### config.mk
export PLATFORM = sky130hd
export DESIGN_NAME = uart_stim_gen
export DESIGN_NICKNAME = d
export VERILOG_FILES = /design/src/rtl/uart_stim_gen.sv
export SDC_FILE = /design/constraint.sdc
export NUM_CORES = 1
export LEC_CHECK = 0
export CORE_MARGIN = 3
export CORE_UTILIZATION = 55
export DETAILED_ROUTE_END_ITERATION = 12
export HOLD_SLACK_MARGIN = 0.02
export PLACE_DENSITY = 0.82
export SLEW_MARGIN = 15
export SYNTH_ARGS = -nofsm -noshare
export SYNTH_HDL_FRONTEND = slang
export SYNTH_SLANG_ARGS = --single-unit
### constraint.sdc
create_clock -name sys_clk -period 3.83 [get_ports sys_clk]
set_clock_uncertainty 0.2 [all_clocks]
set_input_delay 0.5745 -clock sys_clk [delete_from_list [all_inputs] [get_ports sys_clk]]
set_output_delay 0.5745 -clock sys_clk [all_outputs]
set_load 0.05 [all_outputs]
### src/rtl/uart_stim_gen.sv
// uart_stim_gen
// Parametrised UART frame generator used as a repeatable serial stimulus source.
// A run is started with a one-cycle start pulse. It then emits framed traffic
// (start, LSB-first data, optional parity, stop bits, optional idle gap) until
// frame_count frames have been sent or stop is seen at a frame boundary.
//
// Ports:
//   sys_clk      in   sole clock
//   sys_rst_n    in   asynchronous active-low reset
//   start        in   one-cycle run request, honoured only while idle
//   mode         in   payload mode latched on start (0 inc, 1 LFSR, 2 fixed, 3 alternating)
//   frame_count  in   frames per run latched on start, 0 = continuous
//   stop         in   level request to end the run at the next frame boundary
//   uart_txd     out  serial line, idle high
//   busy         out  high while a run is in progress
//   done         out  one-cycle pulse in the last cycle of the final frame
//   frame_strobe out  one-cycle pulse in the first cycle of each start bit
//   frame_data   out  payload of the frame being sent, held until the next strobe
//   frames_sent  out  completed frames in the current run
module uart_stim_gen #(
  parameter int unsigned CLKS_PER_BIT = 1736,
  parameter int unsigned DATA_BITS    = 8,
  parameter int unsigned PARITY       = 0,
  parameter int unsigned STOP_BITS    = 1,
  parameter int unsigned IDLE_GAP     = 0,
  parameter logic [15:0] SEED         = 16'hACE1
) (
  input  logic                 sys_clk,
  input  logic                 sys_rst_n,
  input  logic                 start,
  input  logic [1:0]           mode,
  input  logic [15:0]          frame_count,
  input  logic                 stop,
  output logic                 uart_txd,
  output logic                 busy,
  output logic                 done,
  output logic                 frame_strobe,
  output logic [DATA_BITS-1:0] frame_data,
  output logic [15:0]          frames_sent
);

  localparam int unsigned CNT_W = (CLKS_PER_BIT > 32'd1) ? $clog2(CLKS_PER_BIT) : 32'd1;

  localparam logic [CNT_W-1:0] CNT_LAST = CNT_W'(CLKS_PER_BIT - 32'd1);
  localparam logic [CNT_W-1:0] CNT_PEN  = CNT_W'(CLKS_PER_BIT - 32'd2);

  localparam logic [15:0] DATA_LAST = 16'(DATA_BITS - 32'd1);
  localparam logic [15:0] STOP_LAST = 16'(STOP_BITS - 32'd1);
  localparam logic [15:0] GAP_LAST  = (IDLE_GAP > 32'd0) ? 16'(IDLE_GAP - 32'd1) : 16'd0;
  localparam logic [15:0] ALT_INIT  = 16'h0055;

  localparam logic [2:0] ST_IDLE  = 3'd0;
  localparam logic [2:0] ST_START = 3'd1;
  localparam logic [2:0] ST_DATA  = 3'd2;
  localparam logic [2:0] ST_PAR   = 3'd3;
  localparam logic [2:0] ST_STOP  = 3'd4;
  localparam logic [2:0] ST_GAP   = 3'd5;

  localparam logic [1:0] MODE_INC  = 2'd0;
  localparam logic [1:0] MODE_LFSR = 2'd1;
  localparam logic [1:0] MODE_FIX  = 2'd2;
  localparam logic [1:0] MODE_ALT  = 2'd3;

  // Even parity is the XOR of the payload; odd parity is its inverse.
  function automatic logic parity_bit(input logic [DATA_BITS-1:0] d);
    return (^d) ^ (PARITY == 32'd1);
  endfunction

  // Next payload-generator state for the given mode.
  function automatic logic [15:0] gen_advance(input logic [1:0] m, input logic [15:0] g);
    logic [15:0] r;
    case (m)
      MODE_INC:  r = g + 16'd1;
      MODE_LFSR: r = {g[14:0], g[15] ^ g[13] ^ g[12] ^ g[10]};
      MODE_FIX:  r = g;
      MODE_ALT:  r = ~g;
      default:   r = g;
    endcase
    return r;
  endfunction

  logic [2:0]           state_q, state_d;
  logic [CNT_W-1:0]     clk_cnt_q, clk_cnt_d;
  logic [15:0]          bit_cnt_q, bit_cnt_d;
  logic [1:0]           mode_q, mode_d;
  logic [15:0]          fcount_q, fcount_d;
  logic [15:0]          frames_sent_q, frames_sent_d;
  logic [15:0]          gen_q, gen_d;
  logic [DATA_BITS-1:0] shift_q, shift_d;
  logic [DATA_BITS-1:0] fdata_q, fdata_d;
  logic                 txd_q, txd_d;
  logic                 busy_q, busy_d;
  logic                 done_q, done_d;
  logic                 strobe_q, strobe_d;

  logic bit_last_s;
  logic bit_pen_s;
  logic last_stop_s;
  logic frame_last_s;
  logic enter_start_s;

  assign bit_last_s   = (clk_cnt_q == CNT_LAST);
  assign bit_pen_s    = (clk_cnt_q == CNT_PEN);
  assign last_stop_s  = (state_q == ST_STOP) && (bit_cnt_q == STOP_LAST);
  // The final bit-time of a frame is the last gap bit if a gap exists, else the last stop bit.
  assign frame_last_s = (IDLE_GAP > 32'd0) ? ((state_q == ST_GAP) && (bit_cnt_q == GAP_LAST))
                                           : last_stop_s;

  // Next-state logic: FSM, bit timing, payload generator and registered outputs.
  always_comb begin
    state_d       = state_q;
    clk_cnt_d     = clk_cnt_q;
    bit_cnt_d     = bit_cnt_q;
    mode_d        = mode_q;
    fcount_d      = fcount_q;
    frames_sent_d = frames_sent_q;
    gen_d         = gen_q;
    shift_d       = shift_q;
    fdata_d       = fdata_q;
    strobe_d      = 1'b0;
    done_d        = 1'b0;
    enter_start_s = 1'b0;

    if ((state_q == ST_IDLE) || bit_last_s) begin
      clk_cnt_d = '0;
    end else begin
      clk_cnt_d = clk_cnt_q + {{(CNT_W-1){1'b0}}, 1'b1};
    end

    // Frame-end bookkeeping is done one cycle early so that frames_sent and
    // done are already registered during the last cycle of the bit.
    if (bit_pen_s && last_stop_s) begin
      frames_sent_d = frames_sent_q + 16'd1;
      gen_d         = gen_advance(mode_q, gen_q);
    end else begin
      frames_sent_d = frames_sent_q;
    end
    if (bit_pen_s && frame_last_s) begin
      done_d = stop || ((fcount_q != 16'd0) && (frames_sent_d == fcount_q));
    end else begin
      done_d = 1'b0;
    end

    case (state_q)
      ST_IDLE: begin
        if (start) begin
          mode_d        = mode;
          fcount_d      = frame_count;
          frames_sent_d = 16'd0;
          gen_d         = (mode == MODE_ALT) ? ALT_INIT : SEED;
          state_d       = ST_START;
          enter_start_s = 1'b1;
        end else begin
          state_d = ST_IDLE;
        end
      end
      ST_START: begin
        if (bit_last_s) begin
          state_d   = ST_DATA;
          bit_cnt_d = 16'd0;
        end else begin
          state_d = ST_START;
        end
      end
      ST_DATA: begin
        if (bit_last_s) begin
          if (bit_cnt_q == DATA_LAST) begin
            state_d   = (PARITY != 32'd0) ? ST_PAR : ST_STOP;
            bit_cnt_d = 16'd0;
          end else begin
            bit_cnt_d = bit_cnt_q + 16'd1;
            shift_d   = {1'b0, shift_q[DATA_BITS-1:1]};
          end
        end else begin
          state_d = ST_DATA;
        end
      end
      ST_PAR: begin
        if (bit_last_s) begin
          state_d   = ST_STOP;
          bit_cnt_d = 16'd0;
        end else begin
          state_d = ST_PAR;
        end
      end
      ST_STOP: begin
        if (bit_last_s) begin
          if (bit_cnt_q == STOP_LAST) begin
            bit_cnt_d = 16'd0;
            if (IDLE_GAP > 32'd0) begin
              state_d = ST_GAP;
            end else if (done_q) begin
              state_d = ST_IDLE;
            end else begin
              state_d       = ST_START;
              enter_start_s = 1'b1;
            end
          end else begin
            bit_cnt_d = bit_cnt_q + 16'd1;
          end
        end else begin
          state_d = ST_STOP;
        end
      end
      ST_GAP: begin
        if (bit_last_s) begin
          if (bit_cnt_q == GAP_LAST) begin
            bit_cnt_d = 16'd0;
            if (done_q) begin
              state_d = ST_IDLE;
            end else begin
              state_d       = ST_START;
              enter_start_s = 1'b1;
            end
          end else begin
            bit_cnt_d = bit_cnt_q + 16'd1;
          end
        end else begin
          state_d = ST_GAP;
        end
      end
      default: begin
        state_d = ST_IDLE;
      end
    endcase

    // A new frame snapshots the generator output for both the shifter and frame_data.
    if (enter_start_s) begin
      strobe_d = 1'b1;
      fdata_d  = gen_d[DATA_BITS-1:0];
      shift_d  = gen_d[DATA_BITS-1:0];
    end else begin
      strobe_d = 1'b0;
    end

    busy_d = (state_d != ST_IDLE);

    case (state_d)
      ST_START: txd_d = 1'b0;
      ST_DATA:  txd_d = shift_d[0];
      ST_PAR:   txd_d = parity_bit(fdata_q);
      ST_IDLE:  txd_d = 1'b1;
      ST_STOP:  txd_d = 1'b1;
      ST_GAP:   txd_d = 1'b1;
      default:  txd_d = 1'b1;
    endcase
  end

  // State and output registers; reset forces the line high with no done pulse.
  always_ff @(posedge sys_clk or negedge sys_rst_n) begin
    if (!sys_rst_n) begin
      state_q       <= ST_IDLE;
      clk_cnt_q     <= '0;
      bit_cnt_q     <= 16'd0;
      mode_q        <= 2'd0;
      fcount_q      <= 16'd0;
      frames_sent_q <= 16'd0;
      gen_q         <= SEED;
      shift_q       <= '0;
      fdata_q       <= '0;
      txd_q         <= 1'b1;
      busy_q        <= 1'b0;
      done_q        <= 1'b0;
      strobe_q      <= 1'b0;
    end else begin
      state_q       <= state_d;
      clk_cnt_q     <= clk_cnt_d;
      bit_cnt_q     <= bit_cnt_d;
      mode_q        <= mode_d;
      fcount_q      <= fcount_d;
      frames_sent_q <= frames_sent_d;
      gen_q         <= gen_d;
      shift_q       <= shift_d;
      fdata_q       <= fdata_d;
      txd_q         <= txd_d;
      busy_q        <= busy_d;
      done_q        <= done_d;
      strobe_q      <= strobe_d;
    end
  end

  assign uart_txd     = txd_q;
  assign busy         = busy_q;
  assign done         = done_q;
  assign frame_strobe = strobe_q;
  assign frame_data   = fdata_q;
  assign frames_sent  = frames_sent_q;

endmodule

==> metrics, run 1 <==
post-synthesis mux area share under 10%; Worst Path Buf+Inv 1; final worst path period need 3.63 ns; Clock Tree Buf Depth 2; Synth top area share 37.4%; GPL Wtd Cong 0.966; Inserted Clock Buffers 9; first-pass GRT wire length 25.6 mm; Synth warnings 0; Synth top cells by count 95 x nand2_1, 91 x dfrtp_1, 74 x nor2_1; Die ar. 12400 sq um; largest family of logic cells by synthesized area simple AND/OR/NAND/NOR gates; P_int 1.38 mW; largest net degree at the start of global routing 101; initial antenna violation count 0; xor and xnor area share after synthesis around 8.1%; clk slew on worst S/H paths ~0.1 ns; Initial Util between 50% and 60%; complex-gate fraction of the synthesized area 15.2%; crit path setup slack, layout 0.201 ns; Clock power frac roughly 38%; Setup Crit Path Kind flip-flop to flip-flop; port buffer count 49; Slowest cell on crit path or4_1; number of synthesized flops with an enable pin 0; CP Max Fanout 9; share of layout cells above drive strength 1 8.27%; crit path launch type flip-flop; Fmax achieved 276 MHz; IO Pins 50; placeable core area 10600 sq um; cell leakage power 2.88 nW; CP arrival 3.69 ns; total congestion overflow 0; delay-heaviest family, CP simple AND/OR/NAND/NOR gates; slew margin rel. approximately two fifths; top-count cell post-synth nand2_1; Async SR Flop Fraction 100%; sw frac 21.9%; Filler cells 880; row count 37; Ant. Diodes 0; Hold Vio Cnt, Final 0; GRT Util Overall 25.0%; PD cells approximately 260 nW/um^2; routed wire length roughly 15 mm; Avg Inst Size Synth 8.53 sq um; actual transition at the worst max-transition pin 0.899 ns; period utilization 94.8%; Detail Route Antenna Nets 0; die height 111 um; H-Tree Depth 3; Max Cap Viol 0; Comb pwr share 2.5%; slowest cell delay on critical path 0.62 ns; CP Cell Sequence inv_1 > ha_1 > or3b_2 > or4_1 > or3_1 > or4_1 > o2111ai_1 > a2111oi_0 > a32o_1; clock sink count 100; vias per cell 6.14; Pre-antenna DRT Iters 5; Psw 0.387 mW; Syn-to-layout area delta 13.2%; later-pin clock latency in the skew report 0.37 ns; Multi-input gate area around 3300 sq um; Syn Nets 741; part of the power in registers 59.7%; hpwl dp between 10 and 15 mm; Peak VDD IR 250 uV; synthesized instance count 713; routed length per instance 17.3 um; setup violators final 0; CTS root buffer clkbuf_8; Die X 111 um; cell area after synthesis 6080 sq um; vias in the first global route 5121; via count 5441; simple-gate share of the synthesized area between 20% and 30%; crit end category flip-flop; Yosys top cell by area dfrtp_1; Initial DRC Count 545; Yosys reg bits 100; adder-cell share of the synthesized area 1.23%; Place WS 0.229 ns; CP most frequent cell or4_1; status complete, no violations; Final nets 773; CTS tree yes; Yosys cell types 64; Synth Flop Type dfrtp_1; WP data required between 3 and 4 ns; worst hold path type primary input to async pin; Slew Viols, Final 0; DRC viols 0; Register Area between 2000 and 3000 sq um; RSZ-0062 raised after global routing false; register area share after synthesis 41.3%; setup TNS 0 ns; Synth area leaders dfrtp_1 37%, nand2_1 5.9%, xnor2_1 4.9%, nor2_1 4.6%, dfstp_2 3.9%
flip-flops by register name (all words and copies together), names as in the netlist:
register / cells
state_q: 3
frame_strobe: 1
mode_q: 2
done: 1
gen_q: 16
uart_txd: 1
busy: 1
fcount_q: 16
shift_q: 8
frame_data: 8
clk_cnt_q: 11
frames_sent: 16
bit_cnt_q: 16
cell families (layout without fill, tap and decap cells):
group	Yosys count	after routing
buf+inv	61	98
fa+ha+maj	6	6
compound gates	148	148
mux	14	14
simple gates	329	329
xor+xnor	55	55
flops	100	100
per-layer routing:
layer,vias up,global-route usage (%),part of all wire (%)
li1,2600,-,-
met1,2612,35.0,45
met2,201,40.0,48
met3,28,4.15,5.7
met4,0,7.54,2.0
met5,-,0,0
cell usage in the layout (no fill, tap or decap), types with 8 or more instances in the layout:
cell             netlist  final
nor2_1                74     74
xor2_1                20     20
nand2b_1              10     10
nand4_1               22     22
and3_1                15     15
xnor2_1               34     34
inv_1                 16     16
clkbuf_8               0      9
dfrtp_1               91     91
nor4_1                17     17
clkdlybuf4s50_1        0     48
mux2i_1               11     11
and4_1                 8      8
nand2_1               95     95
o22ai_1                9      9
a21oi_1               41     41
dfstp_2                9      9
or3_1                 12     11
o21ai_0               44     44
nand3_1               19     19
buf_4                  0     16
nor3_1                15     15
stage by stage:
stage | power, mW | instance area (sq um) | hold WS (ns) | utilization (%) | cells
after floorplan | 1.08 | 6080 | 0.0789 | - | 713
after global placement | 1.12 | 6690 | 0.292 | 63.3 | 870
after detailed placement | 1.12 | 6690 | 0.309 | 63.3 | 870
after CTS | 1.79 | 6870 | 0.0729 | 65.1 | 886
after global routing | 1.83 | 6880 | 0.104 | 65.2 | 886
final | 1.77 | 6880 | 0.0494 | 65.2 | 886
path summary, 6_finish.rpt:
path / from / end / slack [ns] / depth (start not counted)
worst min-delay path: sys_rst_n / mode_q[1]$_DFFE_PN0P_ / 0.05 / 2
worst min register to register: bit_cnt_q[14]$_DFFE_PN0P_ / bit_cnt_q[14]$_DFFE_PN0P_ / 0.33 / 1
worst max register to register: bit_cnt_q[0]$_DFFE_PN0P_ / done$_DFF_PN0_ / 0.20 / 9
max in group asynchronous: sys_rst_n / bit_cnt_q[11]$_DFFE_PN0P_ / 2.97 / 2
worst max-delay path: bit_cnt_q[0]$_DFFE_PN0P_ / done$_DFF_PN0_ / 0.20 / 9
min in group sys_clk: bit_cnt_q[14]$_DFFE_PN0P_ / bit_cnt_q[14]$_DFFE_PN0P_ / 0.33 / 1
area by class of cell:
type	count	area share, %
Timing Repair Buffer	65	9.02
Sequential cell	100	36.5
Clock inverter	4	0.745
Clock buffer	12	1.96
Multi-Input combinational cell	552	48.4
Tap cell	136	2.47
Inverter	17	0.927
power groups by stage:
stage | Clock (mW) | Sequential (mW) | Combinational [mW]
after floorplan | 0 | 1.08 | 0.000259
after global placement | 0 | 1.08 | 0.0454
after detailed placement | 0 | 1.08 | 0.0463
after CTS | 0.685 | 1.06 | 0.0466
after global routing | 0.722 | 1.06 | 0.0506
final | 0.666 | 1.06 | 0.0447
repair_timing:
item / CTS / global route
hold buffers: 0 / 0
endpoints found under the setup margin: 0 / 1
gates resized for setup: 0 / 1
buffers inserted: 0 / 0
Power figures use the tool's default switching activity.
==> run 2, diff against run 1 <==
--- a/config.mk
+++ b/config.mk
@@ -6,10 +6,10 @@
 export NUM_CORES = 1
 export LEC_CHECK = 0
 export CORE_MARGIN = 3
-export CORE_UTILIZATION = 55
+export CORE_UTILIZATION = 50
 export DETAILED_ROUTE_END_ITERATION = 12
 export HOLD_SLACK_MARGIN = 0.02
-export PLACE_DENSITY = 0.82
+export PLACE_DENSITY = 0.76
 export SLEW_MARGIN = 15
 export SYNTH_ARGS = -nofsm -noshare
 export SYNTH_HDL_FRONTEND = slang
==> metrics, run 2 (same netlist as run 1, synthesis figures left out) <==
status complete, no violations; first-pass GRT wire length 26.4 mm; GPL Wtd Cong 0.890; port buffer count 49; placed insts slightly below 900; CTS root buffer clkbuf_16; Final nets between 700 and 800; setup TNS 0 ns; Place WS 0.229 ns; clk slew on worst S/H paths approximately 0.07 ns; Clock Tree Buf Depth 2; Filler cells 1020; Slowest cell on crit path or4_1; Critical Path Sink done$_DFF_PN0_; Pre-antenna DRT Iters 5; Fmax achieved ~280 MHz; slew margin rel. 41.2%; CP arrival 3.71 ns; row count 39; Final Non-Filler Cells 895; PD cells 285 nW/um^2; setup violators final 0; critical path depth 9; slowest cell delay on critical path 0.62 ns; initial antenna violation count 0; Critical Path Start bit_cnt_q[1]$_DFFE_PN0P_; die height 116 um; commonest non-fill, non-tap cell in the layout nand2_1; Syn-to-layout area delta 15.2%; RSZ-0062 raised after global routing false; clock sink count 100; R2R Setup Slk 0.21 ns; hpwl dp 11.1 mm; crit path setup slack, layout slightly above 0.2 ns; period utilization between 90 and 100%; Slew Viols, Final 0; placeable core area about 12000 sq um; Crit Reg-Reg Startpoint bit_cnt_q[1]$_DFFE_PN0P_; vias in the first global route approximately 5200; crit end category flip-flop; most frequent cells in the layout 95 x nand2_1, 91 x dfrtp_1, 74 x nor2_1, 48 x clkdlybuf4s50_1, 44 x o21ai_0; Hold Vio Cnt, Final 0; FF-to-FF End done$_DFF_PN0_; Setup Crit Path Kind flip-flop to flip-flop; total congestion overflow 0; Die ar. roughly 14000 sq um; Multi-input gate area 3330 sq um; cell leakage power 2.94 nW; CTS tree yes; Ant. Diodes 0; R2R cell count 9; Detail Route Antenna Nets 0; later-pin clock latency in the skew report between 0.3 and 0.4 ns; Initial Util between 50% and 60%; worst hold path type flip-flop to flip-flop; DRC viols 0; CP Max Fanout 9; via count around 5400; Worst Path Buf+Inv 1; Peak VDD IR 303 uV; GRT Util Overall 24.5%; H-Tree Depth 3; final worst path period need 3.62 ns; share of layout cells above drive strength 1 8.64%; Die X 116 um; IO Pins 50; routed wire length 16.0 mm; crit path launch type flip-flop; Max Cap Viol 0; Register Area 2510 sq um; CP Cell Sequence inv_1 > ha_1 > or3b_2 > or4_1 > nor4_1 > xnor3_1 > o2111ai_1 > a2111oi_0 > a32o_1; routed length per instance 17.9 um; Pwr Total around 2.0 mW; delay-heaviest family, CP simple AND/OR/NAND/NOR gates; Inserted Clock Buffers 9; WP data required 3.92 ns; actual transition at the worst max-transition pin 0.883 ns; Initial DRC Count 536; Setup Buffers After CTS 0; largest net degree at the start of global routing 43; vias per cell 6.05
==> run 2: cell count changes in the layout (fill, tap and decap cells not counted), moves of 2 or more <==
| cell | previous run | this run |
|---|---|---|
| buf_4 | 16 | 19 |
| clkbuf_1 | 3 | 1 |
| clkbuf_16 | 0 | 9 |
| clkbuf_8 | 9 | 3 |
==> run 2: through the flow <==
stage | hold WS, ns | utilization [%] | cell area [sq um]
final | 0.333 | 60.1 | 7010
after global routing | 0.344 | 60.1 | 7010
after CTS | 0.320 | 60.0 | 7000
after detailed placement | 0.306 | 57.4 | 6700
after global placement | 0.292 | 57.4 | 6700
after floorplan | 0.0789 | - | 6080
==> run 2: cell type report <==
type | instances | share of cell area (%)
clock inverters | 2 | 0.250
clock buffers | 13 | 3.86
repair buffers | 68 | 9.04
inverters | 17 | 0.911
multi-input cells | 552 | 47.5
flip-flops and latches | 100 | 35.9
well taps | 143 | 2.55
==> run 2: power by group <==
part / internal [mW] / switching (mW) / total, mW
logic: 0.0206 / 0.0250 / 0.0456
clock network: 0.495 / 0.401 / 0.896
registers: 1.06 / 0 / 1.06
total: 1.57 / 0.426 / 2.00
==> run 2: metal layers <==
metal / up-vias / wire (um) / track usage, %
met3: 22 / 637 / 4.09
met5: - / 0 / 0
met2: 149 / 7720 / 39.4
met4: 0 / 309 / 7.73
li1: 2603 / - / -
met1: 2643 / 7340 / 34.1
==> run 2: what timing repair did <==
| item | CTS | global route |
|---|---|---|
| hold buffers | 1 | 0 |
| hold endpoints to repair | 23 | 0 |
| gates resized for setup | 0 | 1 |
| setup endpoints to repair | 0 | 1 |
==> run 2: worst min path at each step <==
stage	startpoint	to	slack, ns	depth (start not counted)
after global placement	bit_cnt_q[14]$_DFFE_PN0P_	bit_cnt_q[14]$_DFFE_PN0P_	0.29	1
after floorplan	sys_rst_n	bit_cnt_q[0]$_DFFE_PN0P_	0.08	0
after global routing	shift_q[7]$_DFFE_PN0P_	shift_q[7]$_DFFE_PN0P_	0.34	1
after detailed placement	bit_cnt_q[14]$_DFFE_PN0P_	bit_cnt_q[14]$_DFFE_PN0P_	0.31	1
after CTS	bit_cnt_q[14]$_DFFE_PN0P_	bit_cnt_q[14]$_DFFE_PN0P_	0.32	1
final	shift_q[7]$_DFFE_PN0P_	shift_q[7]$_DFFE_PN0P_	0.33	1
==> run 3, diff against run 2 <==
--- a/config.mk
+++ b/config.mk
@@ -5,7 +5,7 @@
 export SDC_FILE = /design/constraint.sdc
 export NUM_CORES = 1
 export LEC_CHECK = 0
-export CORE_MARGIN = 3
+export CORE_MARGIN = 2
 export CORE_UTILIZATION = 50
 export DETAILED_ROUTE_END_ITERATION = 12
 export HOLD_SLACK_MARGIN = 0.02
==> metrics, run 3 (same netlist as run 1, synthesis figures left out) <==
status complete, no violations; hpwl dp 11.0 mm; Multi-input gate area 3330 sq um; via count 5471; Syn-to-layout area delta 16.0%; largest net degree at the start of global routing 101; total congestion overflow 0; Initial Util 50.8%; Place WS 0.179 ns; Fmax achieved 275 MHz; GRT Util Overall 25.4%; cell leakage power a little under 3 nW; Ant. Diodes 0; setup TNS 0 ns; row count 40; actual transition at the worst max-transition pin 0.940 ns; crit end category flip-flop; Initial DRC Count between 400 and 500; routed length per instance 17.7 um; PD cells between 200 and 300 nW/um^2; DRC viols 0; final worst path period need 3.64 ns; slew margin rel. between 30% and 40%; clk slew on worst S/H paths ~0.07 ns; initial antenna violation count 0; port buffer count 49; first-pass GRT wire length 26.3 mm; placeable core area between 10000 and 15000 sq um; clock sink count 100; setup violators final 0; commonest non-fill, non-tap cell in the layout nand2_1; RSZ-0062 raised after global routing false; Final nets 776; Pre-antenna DRT Iters 5; Die X 114 um; Die ar. 13100 sq um; Inserted Clock Buffers 9; worst hold path type primary input to async pin; Peak VDD IR about 250 uV; crit path setup slack, layout approximately 0.19 ns; most frequent cells in the layout 95 x nand2_1, 91 x dfrtp_1, 74 x nor2_1, 48 x clkdlybuf4s50_1, 44 x o21ai_0; vias in the first global route ~5300; Register Area ~2500 sq um; period utilization a little over nine tenths; Setup Buffers After CTS 0; vias per cell 6.08; IO Pins 50; Clock Tree Buf Depth 2; later-pin clock latency in the skew report between 0.3 and 0.4 ns; Hold Vio Cnt, Final 0; WP data required 3.93 ns; H-Tree Depth 3; die height roughly 110 um; GPL Wtd Cong roughly 0.91; Max Cap Viol 0; Filler cells 1047; CTS tree yes; Detail Route Antenna Nets 0; CTS root buffer clkbuf_16; crit path launch type flip-flop; share of layout cells above drive strength 1 under 10%; Slew Viols, Final 0; CP Max Fanout 19; CP arrival 3.73 ns; Setup Crit Path Kind flip-flop to flip-flop; routed wire length 15.9 mm
[run 3: cell count changes in the layout (fill, tap and decap cells not counted)]
cell | before | now
clkbuf_8 | 3 | 0
bufinv_16 | 0 | 2
clkinv_2 | 0 | 2
buf_12 | 0 | 1
clkbuf_1 | 1 | 0
clkinv_4 | 1 | 0
clkinvlp_4 | 0 | 1
dlygate4sd3_1 | 1 | 0
inv_8 | 0 | 1
nor4_1 | 17 | 16
nor4_2 | 1 | 2
or3_1 | 11 | 12
or3_4 | 2 | 1
[run 3: final timing paths]
check	from	to	slack, ns	depth (start not counted)
max	bit_cnt_q[0]$_DFFE_PN0P_	done$_DFF_PN0_	0.19	9
min	sys_rst_n	mode_q[0]$_DFFE_PN0P_	0.08	2
max reg2reg	bit_cnt_q[0]$_DFFE_PN0P_	done$_DFF_PN0_	0.19	9
min reg2reg	bit_cnt_q[14]$_DFFE_PN0P_	bit_cnt_q[14]$_DFFE_PN0P_	0.32	1
max in group asynchronous	sys_rst_n	bit_cnt_q[13]$_DFFE_PN0P_	2.97	2
min in group sys_clk	bit_cnt_q[14]$_DFFE_PN0P_	bit_cnt_q[14]$_DFFE_PN0P_	0.32	1
[run 3: what timing repair did]
action,in CTS,in global routing
gates resized for setup,0,1
hold buffers,0,0
endpoints found under the setup margin,0,1
[run 3: final cells by class]
class	instances	area share, %
multi-input combinational	552	47.2
sequential	100	35.6
timing repair buffer	68	9.11
clock inverter	7	1.38
clock buffer	9	3.19
tap	147	2.61
inverter	17	0.904
[run 3: power by group]
| group | switching (mW) | total, mW | internal (mW) |
|---|---|---|---|
| Combinational | 0.0239 | 0.0447 | 0.0207 |
| Clock | 0.425 | 1.00 | 0.577 |
| Sequential | 0 | 1.06 | 1.06 |
| Total | 0.449 | 2.10 | 1.65 |
[run 3: worst max-delay path, stage by stage (launching register included)]
cell and delay (ns):
dfrtp_1 0.41, inv_1 0.10, ha_1 0.16, or3b_2 0.47, or4_4 0.50, or3_1 0.67
a221oi_1 0.32, a311oi_1 0.08, a2111oi_0 0.42, a32o_1 0.23
[run 3: metrics by stage]
stage | total power [mW] | util [%] | hold WS, ns | instances | cell area (sq um)
4_1_cts | 2.13 | 58.9 | 0.101 | 900 | 7050
6_report | 2.10 | 59.0 | 0.0775 | 900 | 7060
2_1_floorplan | 1.08 | - | 0.0789 | 713 | 6080
5_1_grt | 2.17 | 59.0 | 0.122 | 900 | 7060
3_5_place_dp | 1.12 | 56.2 | 0.312 | 884 | 6720
3_3_place_gp | 1.12 | 56.2 | 0.293 | 884 | 6720
[run 3: per-layer routing]
layer	GRT usage, %	vias to the layer above	part of all wire (%)
li1	-	2613	-
met1	33.5	2639	44
met2	42.0	191	48
met3	6.03	28	6.0
met4	7.15	0	1.9
met5	0	-	0
